`src/rtl/loader_pkg.sv`:
```
// Shared types and constants for the boot-time program loader.
// The loader FSM and the UART receiver both draw their encodings from here.
package loader_pkg;

  localparam int BYTE_W  = 8;
  localparam int WORD_W  = 32;
  localparam int COUNT_W = 16;
  localparam int ADDR_W  = 30;

  localparam logic [BYTE_W-1:0] HEADER_BYTE = 8'hA5;

  typedef enum logic [2:0] {
    ST_IDLE,
    ST_CNT_LO,
    ST_CNT_HI,
    ST_DATA,
    ST_CHECK,
    ST_DONE,
    ST_ERR
  } loader_state_t;

  typedef enum logic [1:0] {
    RX_IDLE,
    RX_START,
    RX_DATA,
    RX_STOP
  } rx_state_t;

  // States in which a frame is open: these are the only ones that time out or abort.
  function automatic logic in_frame(loader_state_t s);
    return (s == ST_CNT_LO) || (s == ST_CNT_HI) || (s == ST_DATA) || (s == ST_CHECK);
  endfunction

endpackage

```
`src/rtl/uart_rx.sv`:
```
// 8N1 UART receiver with a 2-FF synchronizer, mid-bit sampling and glitch rejection.
// Emits one-cycle byte_valid or frame_err pulses at the middle of the stop bit.
module uart_rx
  import loader_pkg::*;
#(
  parameter int CLKS_PER_BIT = 434
) (
  input  logic              i_clk,
  input  logic              i_rst,
  input  logic              i_rx,
  output logic [BYTE_W-1:0] o_byte,
  output logic              o_byte_valid,
  output logic              o_frame_err
);

  localparam int               CNT_W    = $clog2(CLKS_PER_BIT);
  localparam logic [CNT_W-1:0] LAST_CNT = CNT_W'(CLKS_PER_BIT - 1);
  localparam logic [CNT_W-1:0] HALF_CNT = CNT_W'(CLKS_PER_BIT / 2 - 1);

  rx_state_t         r_state;
  rx_state_t         w_next_state;
  logic [1:0]        r_rx_sync;
  logic              r_rx_prev;
  logic [CNT_W-1:0]  r_clk_cnt;
  logic [2:0]        r_bit_idx;
  logic [BYTE_W-1:0] r_shift;
  logic              r_byte_valid;
  logic              r_frame_err;
  logic              w_rx;
  logic              w_fall;
  logic              w_bit_tick;
  logic              w_half_tick;

  assign w_rx        = r_rx_sync[1];
  assign w_fall      = r_rx_prev && !w_rx;
  assign w_bit_tick  = (r_clk_cnt == LAST_CNT);
  assign w_half_tick = (r_clk_cnt == HALF_CNT);

  always_ff @(posedge i_clk) begin
    if (i_rst) r_state <= RX_IDLE;
    else       r_state <= w_next_state;
  end

  // A start bit that reads high again at its midpoint is treated as a glitch.
  always_comb begin
    w_next_state = r_state;
    case (r_state)
      RX_IDLE:  if (w_fall) w_next_state = RX_START;
      RX_START: if (w_half_tick) w_next_state = w_rx ? RX_IDLE : RX_DATA;
      RX_DATA:  if (w_bit_tick && (r_bit_idx == 3'd7)) w_next_state = RX_STOP;
      RX_STOP:  if (w_bit_tick) w_next_state = RX_IDLE;
      default:  w_next_state = RX_IDLE;
    endcase
  end

  always_ff @(posedge i_clk) begin
    if (i_rst) begin
      r_rx_sync    <= 2'b11;
      r_rx_prev    <= 1'b1;
      r_clk_cnt    <= '0;
      r_bit_idx    <= '0;
      r_shift      <= '0;
      r_byte_valid <= 1'b0;
      r_frame_err  <= 1'b0;
    end else begin
      r_rx_sync    <= {r_rx_sync[0], i_rx};
      r_rx_prev    <= w_rx;
      r_byte_valid <= 1'b0;
      r_frame_err  <= 1'b0;
      case (r_state)
        RX_IDLE: begin
          r_clk_cnt <= '0;
          r_bit_idx <= '0;
        end
        RX_START: r_clk_cnt <= w_half_tick ? '0 : r_clk_cnt + 1'b1;
        RX_DATA: begin
          if (w_bit_tick) begin
            r_clk_cnt <= '0;
            r_shift   <= {w_rx, r_shift[BYTE_W-1:1]};
            r_bit_idx <= r_bit_idx + 3'd1;
          end else begin
            r_clk_cnt <= r_clk_cnt + 1'b1;
          end
        end
        RX_STOP: begin
          if (w_bit_tick) begin
            r_clk_cnt    <= '0;
            r_byte_valid <= w_rx;
            r_frame_err  <= !w_rx;
          end else begin
            r_clk_cnt <= r_clk_cnt + 1'b1;
          end
        end
        default: r_clk_cnt <= '0;
      endcase
    end
  end

  assign o_byte       = r_shift;
  assign o_byte_valid = r_byte_valid;
  assign o_frame_err  = r_frame_err;

endmodule

```
`src/rtl/program_loader.sv`:
```
// Receives a framed, XOR-checksummed program image over UART, writes it into memory
// word by word, and holds the core in reset until a verified image has landed.
module program_loader
  import loader_pkg::*;
#(
  parameter int CLKS_PER_BIT = 434,
  parameter int MAX_WORDS    = 1024,
  parameter int TIMEOUT_CLKS = 2_000_000
) (
  input  logic               i_clk,
  input  logic               i_rst,
  input  logic               i_uart_rx,
  output logic               o_mem_wren,
  output logic [ADDR_W-1:0]  o_mem_addr,
  output logic [WORD_W-1:0]  o_mem_data,
  output logic               o_cpu_rst,
  output logic               o_busy,
  output logic               o_error,
  output logic [COUNT_W-1:0] o_words_loaded
);

  localparam int                 GAP_W     = $clog2(TIMEOUT_CLKS + 1);
  localparam logic [GAP_W-1:0]   GAP_LIMIT = GAP_W'(TIMEOUT_CLKS);
  localparam logic [COUNT_W-1:0] MAX_COUNT = COUNT_W'(MAX_WORDS);

  loader_state_t      r_state;
  loader_state_t      w_next_state;
  logic [BYTE_W-1:0]  w_byte;
  logic               w_byte_valid;
  logic               w_frame_err;
  logic [BYTE_W-1:0]  r_count_lo;
  logic [COUNT_W-1:0] r_word_count;
  logic [COUNT_W-1:0] r_words_loaded;
  logic [BYTE_W-1:0]  r_csum;
  logic [1:0]         r_byte_idx;
  logic [23:0]        r_word;
  logic [GAP_W-1:0]   r_gap_cnt;
  logic               r_mem_wren;
  logic [ADDR_W-1:0]  r_mem_addr;
  logic [WORD_W-1:0]  r_mem_data;
  logic [COUNT_W-1:0] w_count;
  logic               w_hdr;
  logic               w_in_frame;
  logic               w_timeout;
  logic               w_abort;
  logic               w_last_byte;

  uart_rx #(
    .CLKS_PER_BIT(CLKS_PER_BIT)
  ) u_uart_rx (
    .i_clk       (i_clk),
    .i_rst       (i_rst),
    .i_rx        (i_uart_rx),
    .o_byte      (w_byte),
    .o_byte_valid(w_byte_valid),
    .o_frame_err (w_frame_err)
  );

  assign w_count     = {w_byte, r_count_lo};
  assign w_hdr       = w_byte_valid && (w_byte == HEADER_BYTE);
  assign w_in_frame  = in_frame(r_state);
  assign w_timeout   = w_in_frame && (r_gap_cnt == GAP_LIMIT);
  assign w_abort     = w_frame_err || w_timeout;
  assign w_last_byte = (r_byte_idx == 2'd3) && ((r_words_loaded + 16'd1) == r_word_count);

  always_ff @(posedge i_clk) begin
    if (i_rst) r_state <= ST_IDLE;
    else       r_state <= w_next_state;
  end

  always_comb begin
    w_next_state = r_state;
    case (r_state)
      ST_IDLE, ST_DONE, ST_ERR: if (w_hdr) w_next_state = ST_CNT_LO;
      ST_CNT_LO: begin
        if (w_abort)           w_next_state = ST_ERR;
        else if (w_byte_valid) w_next_state = ST_CNT_HI;
      end
      ST_CNT_HI: begin
        if (w_abort)                  w_next_state = ST_ERR;
        else if (w_byte_valid) begin
          if (w_count > MAX_COUNT)    w_next_state = ST_ERR;
          else if (w_count == '0)     w_next_state = ST_CHECK;
          else                        w_next_state = ST_DATA;
        end
      end
      ST_DATA: begin
        if (w_abort)                          w_next_state = ST_ERR;
        else if (w_byte_valid && w_last_byte) w_next_state = ST_CHECK;
      end
      ST_CHECK: begin
        if (w_abort)           w_next_state = ST_ERR;
        else if (w_byte_valid) w_next_state = (w_byte == r_csum) ? ST_DONE : ST_ERR;
      end
      default: w_next_state = ST_IDLE;
    endcase
  end

  // Words are assembled LSB-first; the 4th byte completes the word and fires the write.
  always_ff @(posedge i_clk) begin
    if (i_rst) begin
      r_count_lo     <= '0;
      r_word_count   <= '0;
      r_words_loaded <= '0;
      r_csum         <= '0;
      r_byte_idx     <= '0;
      r_word         <= '0;
      r_gap_cnt      <= '0;
      r_mem_wren     <= 1'b0;
      r_mem_addr     <= '0;
      r_mem_data     <= '0;
    end else begin
      r_mem_wren <= 1'b0;
      if (!w_in_frame || w_byte_valid) r_gap_cnt <= '0;
      else                             r_gap_cnt <= r_gap_cnt + 1'b1;
      case (r_state)
        ST_IDLE, ST_DONE, ST_ERR: begin
          if (w_hdr) begin
            r_words_loaded <= '0;
            r_csum         <= '0;
            r_byte_idx     <= '0;
          end
        end
        ST_CNT_LO: begin
          if (w_byte_valid) begin
            r_count_lo <= w_byte;
            r_csum     <= r_csum ^ w_byte;
          end
        end
        ST_CNT_HI: begin
          if (w_byte_valid) begin
            r_word_count <= w_count;
            r_csum       <= r_csum ^ w_byte;
          end
        end
        ST_DATA: begin
          if (w_byte_valid) begin
            r_csum     <= r_csum ^ w_byte;
            r_word     <= {w_byte, r_word[23:8]};
            r_byte_idx <= r_byte_idx + 2'd1;
            if (r_byte_idx == 2'd3) begin
              r_mem_wren     <= 1'b1;
              r_mem_addr     <= {{(ADDR_W - COUNT_W){1'b0}}, r_words_loaded};
              r_mem_data     <= {w_byte, r_word};
              r_words_loaded <= r_words_loaded + 16'd1;
            end
          end
        end
        default: ;
      endcase
    end
  end

  assign o_mem_wren     = r_mem_wren;
  assign o_mem_addr     = r_mem_addr;
  assign o_mem_data     = r_mem_data;
  assign o_cpu_rst      = (r_state != ST_DONE);
  assign o_busy         = w_in_frame;
  assign o_error        = (r_state == ST_ERR);
  assign o_words_loaded = r_words_loaded;

endmodule

```
`config.mk`:
```
export PLATFORM = sky130hd
export DESIGN_NAME = program_loader
export DESIGN_NICKNAME = d
export VERILOG_FILES = /design/src/rtl/loader_pkg.sv /design/src/rtl/uart_rx.sv /design/src/rtl/program_loader.sv
export SDC_FILE = /design/constraint.sdc
export NUM_CORES = 1
export LEC_CHECK = 0
export ABC_CLOCK_PERIOD_IN_PS = 2150
export CORE_ASPECT_RATIO = 1.4
export CORE_MARGIN = 3
export CORE_UTILIZATION = 34
export CTS_BUF_LIST = sky130_fd_sc_hd__clkbuf_16
export DETAILED_ROUTE_END_ITERATION = 16
export SKIP_LAST_GASP = 1
export SYNTH_ARGS = -nofsm -noshare
export SYNTH_HDL_FRONTEND = slang
export SYNTH_SLANG_ARGS = --single-unit
```
`constraint.sdc`:
```
create_clock -name i_clk -period 2.15 [get_ports i_clk]
set_input_delay 0.215 -clock i_clk [delete_from_list [all_inputs] [get_ports i_clk]]
set_output_delay 0.215 -clock i_clk [all_outputs]
set_load 0.02 [all_outputs]
```
==> summary.md <==
| Metric | Value |
|---|---|
| # DRC | 0 |
| FF-to-FF path depth | 8 |
| Worst skew pair latency | 0.43 ns |
| FILL cells | 2,202 |
| Placement Setup Slack | -0.293 ns |
| Die Ht | 184 um |
| First DRT Iteration DRCs | 402 |
| Total Power | 7140 uW |
| Crit end category | register |
| Row Count | 64 |
| PD cells | 727 nW/um2 |
| RR Startpoint | o_words_loaded[0]$_SDFFE_PP0P_ |
| Gr ovfl total | 0 |
| Root buffer cell | clkbuf_16 |
| Clock share of power | 45.5% |
| Num CTS Buffers | 17 |
| Io pins | 85 |
| H-Tree Level Count | 4 |
| Post-synthesis instance total | 970 |
| Final worst slack | -0.154 ns |
| Die X | 133 um |
| Count of pins over their slew limit | 0 |
| CP Class | register to register |
| Crit path capture | r_state[0]$_SDFFE_PP0P_ |
| Post-Route WL | 18.8 mm |
| Critical-path maximum fanout | 4 |
| Sw Pwr | 1950 uW |
| Via count | 6,769 |
| Seq/Total Area, Yosys | 45.5% |
| Tmin final | 2.30 ns |
| Crit share post-route | 107% |
| Worst hold path type | primary input to register |
| Syn Area/Cell | 7.90 um2 |
| Worst flop-to-flop path endpoint | r_state[0]$_SDFFE_PP0P_ |
| DRT Pass-1 Iters | 5 |
| Max rail drop VDD | 0.000544 V |
| Area leader, netlist | dfxtp_1 |
| Internal Pwr Total | 5200 uW |
| Net Sw Frac | 27.2% |
| CTS sink cnt | 174 |
| EDFF count, synth | 0 |
| GRT met2 Usage | 27.2% |
| CP startpoint | o_words_loaded[0]$_SDFFE_PP0P_ |
| Slew headroom | 56.7% |
| Total Routing Usage GR | 15.7% |
| Main synth FF type | dfxtp_1 |
| Critical Path Source Type | register |
| Unrepaired setup endpoints after global routing | yes |
| Clock buffer depth | 2 |
| Starting density of the core | 34.8% |
| Vias in the first global route | 6,407 |
| Synth area leaders | dfxtp_1 (45%), nand2_1 (11%), a21oi_1 (7.9%) |
| Core ar. | 22,000 um2 |
| Synth Cell Area | 7660 um2 |
| # port buffers | 70 |
| Vias per cell | 4.87 |
| Clock slew at reported path FFs | 0.08 ns |
| Distinct cells, synth | 60 |
| Full die area | 24,400 um2 |
| Ys Warns | 0 |
| Final hold vios | 0 |
| Area delta synth->final | 28.2% |
| Global route hottest layer | met2 |
| Top cell type's share of synthesized area | 45.5% |
| CTS tree | yes |
| HPWL Detailed | 13.0 mm |
| Share of layout cells above drive strength 1 | 14.3% |
| Critical Path RT | 2.50 ns |
| M3 GR Usage | 3.18% |
| Failing checks | negative setup slack |
| Antenna Nets Post-Route | 0 |
| # hold bufs at CTS | 0 |
| Comb power frac | 8.8% |
| Worst-Margin Slew | 0.649 ns |
| Final GP Congestion | 0.845 |
| Reg power frac | 45.7% |
| Synth async-reset ratio | 0% |
| GR Util met1 | 19.4% |
| N_diodes | 0 |
| Pin count of the biggest net entering global routing | 68 |
| Maxcap violations | 0 |
| FF-to-FF setup slack | -0.15 ns |
| Setup Viol. Count Final | 3 |
| Leak | 0.00357 uW |
| WL/cell | 13.5 um |
| Initial antenna violation count | 0 |
| Status | complete, but fails checks |
| Flops & latches, synth | 174 |
| Nets | 1,093 |
| Layout Skew | 0.0121 ns |
| First-pass GRT wire length | 31.6 mm |
| Fmax | 434 MHz |
| WP data arrival | 2.65 ns |
[timing repair]
action                     in CTS  in global routing
setup buffers                   3                  1
setup endpoints to repair       5                 10
pin swaps                       7                  2
gates resized for setup         8                  3
gates cloned                    0                  0
[cell families (layout without fill, tap and decap cells)]
family                   count (synthesis)  after routing  share of synthesized area, %
other                                    1             14                        0.0490
buffers and inverters                  106            217                          6.35
flip-flops                             174            174                          45.5
AND/OR/NAND/NOR                        421            421                          24.7
AO/OA/AOI/OAI                          193            193                          14.2
adder cells (fa/ha/maj)                  9              9                          1.47
XOR/XNOR                                54             54                          6.17
multiplexers                            12             12                          1.57
[routing by layer]
metal / share of wire (%) / wire [um] / vias up
met5: 0 / 0 / -
met4: 1.8 / 331 / 0
met3: 3.9 / 740 / 21
met2: 50 / 9420 / 101
met1: 44 / 8320 / 3184
li1: - / - / 3463
[cell usage in the layout, fill, tap and decap left out, types with 4 or more instances in the layout]
master           Yosys  layout
a21oi_1            121     121
a22oi_1             10      10
a311oi_1             4       4
and2_1               6       4
and3_1               9       8
and4_1               5       4
buf_4               16      88
clkbuf_16            0      17
clkdlybuf4s50_1      0      67
clkinv_8             0       4
conb_1               1      14
dfxtp_1            174     163
dfxtp_2              0       6
dfxtp_4              0       5
ha_1                 9       8
inv_1               24      24
inv_8                0       7
mux2i_1             12      12
nand2_1            221     219
nand3_1             33      32
nand4_1             13      13
nor2_1              77      76
nor3_1              12      11
nor4_1              10       9
o211ai_1             4       4
o21ai_0             33      33
or2_2                4       4
or3_1               10      10
xnor2_1             18      18
xor2_1              36      36
[per-stage QoR]
step                      hold WS (ns)  utilization [%]  instances  area (um2)  setup TNS, ns
after floorplan                  0.319                -        983        7780              0
after global placement           0.396             41.5       1356        9140         -0.753
after detailed placement         0.408             41.5       1356        9140         -0.753
after CTS                        0.165             44.5       1390        9800         -0.471
after global routing             0.182             44.6       1391        9820         -0.545
final                            0.183             44.6       1391        9820         -0.327
[worst max-delay path, cell delays in order (launching register included)]
cell	delay, ns
dfxtp_4	0.37
ha_4	0.16
and2_4	0.13
and2_4	0.15
a221o_1	0.28
a2111o_1	0.40
nor4_4	0.33
o21a_2	0.21
mux2i_1	0.19
[area by class of cell]
class | instances | area (um2) | share of cell area [%]
multi-input cells | 703 | 3790 | 38.6
repair buffers | 161 | 1420 | 14.5
clock buffers | 17 | 425 | 4.33
well taps | 297 | 372 | 3.78
flip-flops and latches | 174 | 3510 | 35.7
clock inverters | 15 | 208 | 2.12
inverters | 24 | 90.1 | 0.917
[power groups by stage]
stage          combinational (uW)  sequential [uW]  clock (uW)
2_1_floorplan                 413             3340           0
3_5_place_dp                  649             3340           0
3_3_place_gp                  640             3340           0
5_1_grt                       701             3260        3480
6_report                      631             3260        3250
4_1_cts                       638             3260        3350
[synth_stat cells, drive strengths merged, types with 2 or more instances]
cell and number:
a21oi 121, a221o 2, a22oi 10, a311oi 4, a31oi 3, and2 7
and3 9, and4 5, buf 30, clkbuf 52, dfxtp 174, ha 9
inv 24, mux2i 12, nand2 222, nand2b 3, nand3 33, nand3b 3
nand4 13, nand4b 3, nor2 77, nor3 12, nor3b 2, nor4 11
o211ai 4, o21a 2, o21ai 33, or2 4, or3 10, or4 2
xnor2 18, xor2 36
[sequential cells by signal (all words and copies together), names as in the netlist, 2 cells and up, named ones only]
register,count
r_count_lo,8
o_mem_data,32
o_mem_addr,16
o_words_loaded,16
r_word_count,16
u_uart_rx.r_rx_sync,2
r_csum,8
r_byte_idx,2
r_state,3
r_gap_cnt,21
r_word,24
u_uart_rx.r_bit_idx,3
u_uart_rx.o_byte,8
u_uart_rx.r_clk_cnt,9
[how the worst min path moves through the flow]
stage / startpoint / end / slack, ns / cells after the start
2_1_floorplan: i_uart_rx / u_uart_rx.r_rx_sync[0]$_SDFF_PP1_ / 0.32 / 1
3_3_place_gp: u_uart_rx.r_rx_sync[0]$_SDFF_PP1_ / u_uart_rx.r_rx_sync[1]$_SDFF_PP1_ / 0.40 / 1
3_5_place_dp: u_uart_rx.r_rx_sync[0]$_SDFF_PP1_ / u_uart_rx.r_rx_sync[1]$_SDFF_PP1_ / 0.41 / 1
4_1_cts: i_rst / o_words_loaded[0]$_SDFFE_PP0P_ / 0.17 / 2
5_1_grt: i_rst / r_csum[5]$_SDFFE_PP0P_ / 0.18 / 2
6_report: i_rst / o_words_loaded[0]$_SDFFE_PP0P_ / 0.18 / 2
No activity file was read; power rests on OpenSTA's default activity.
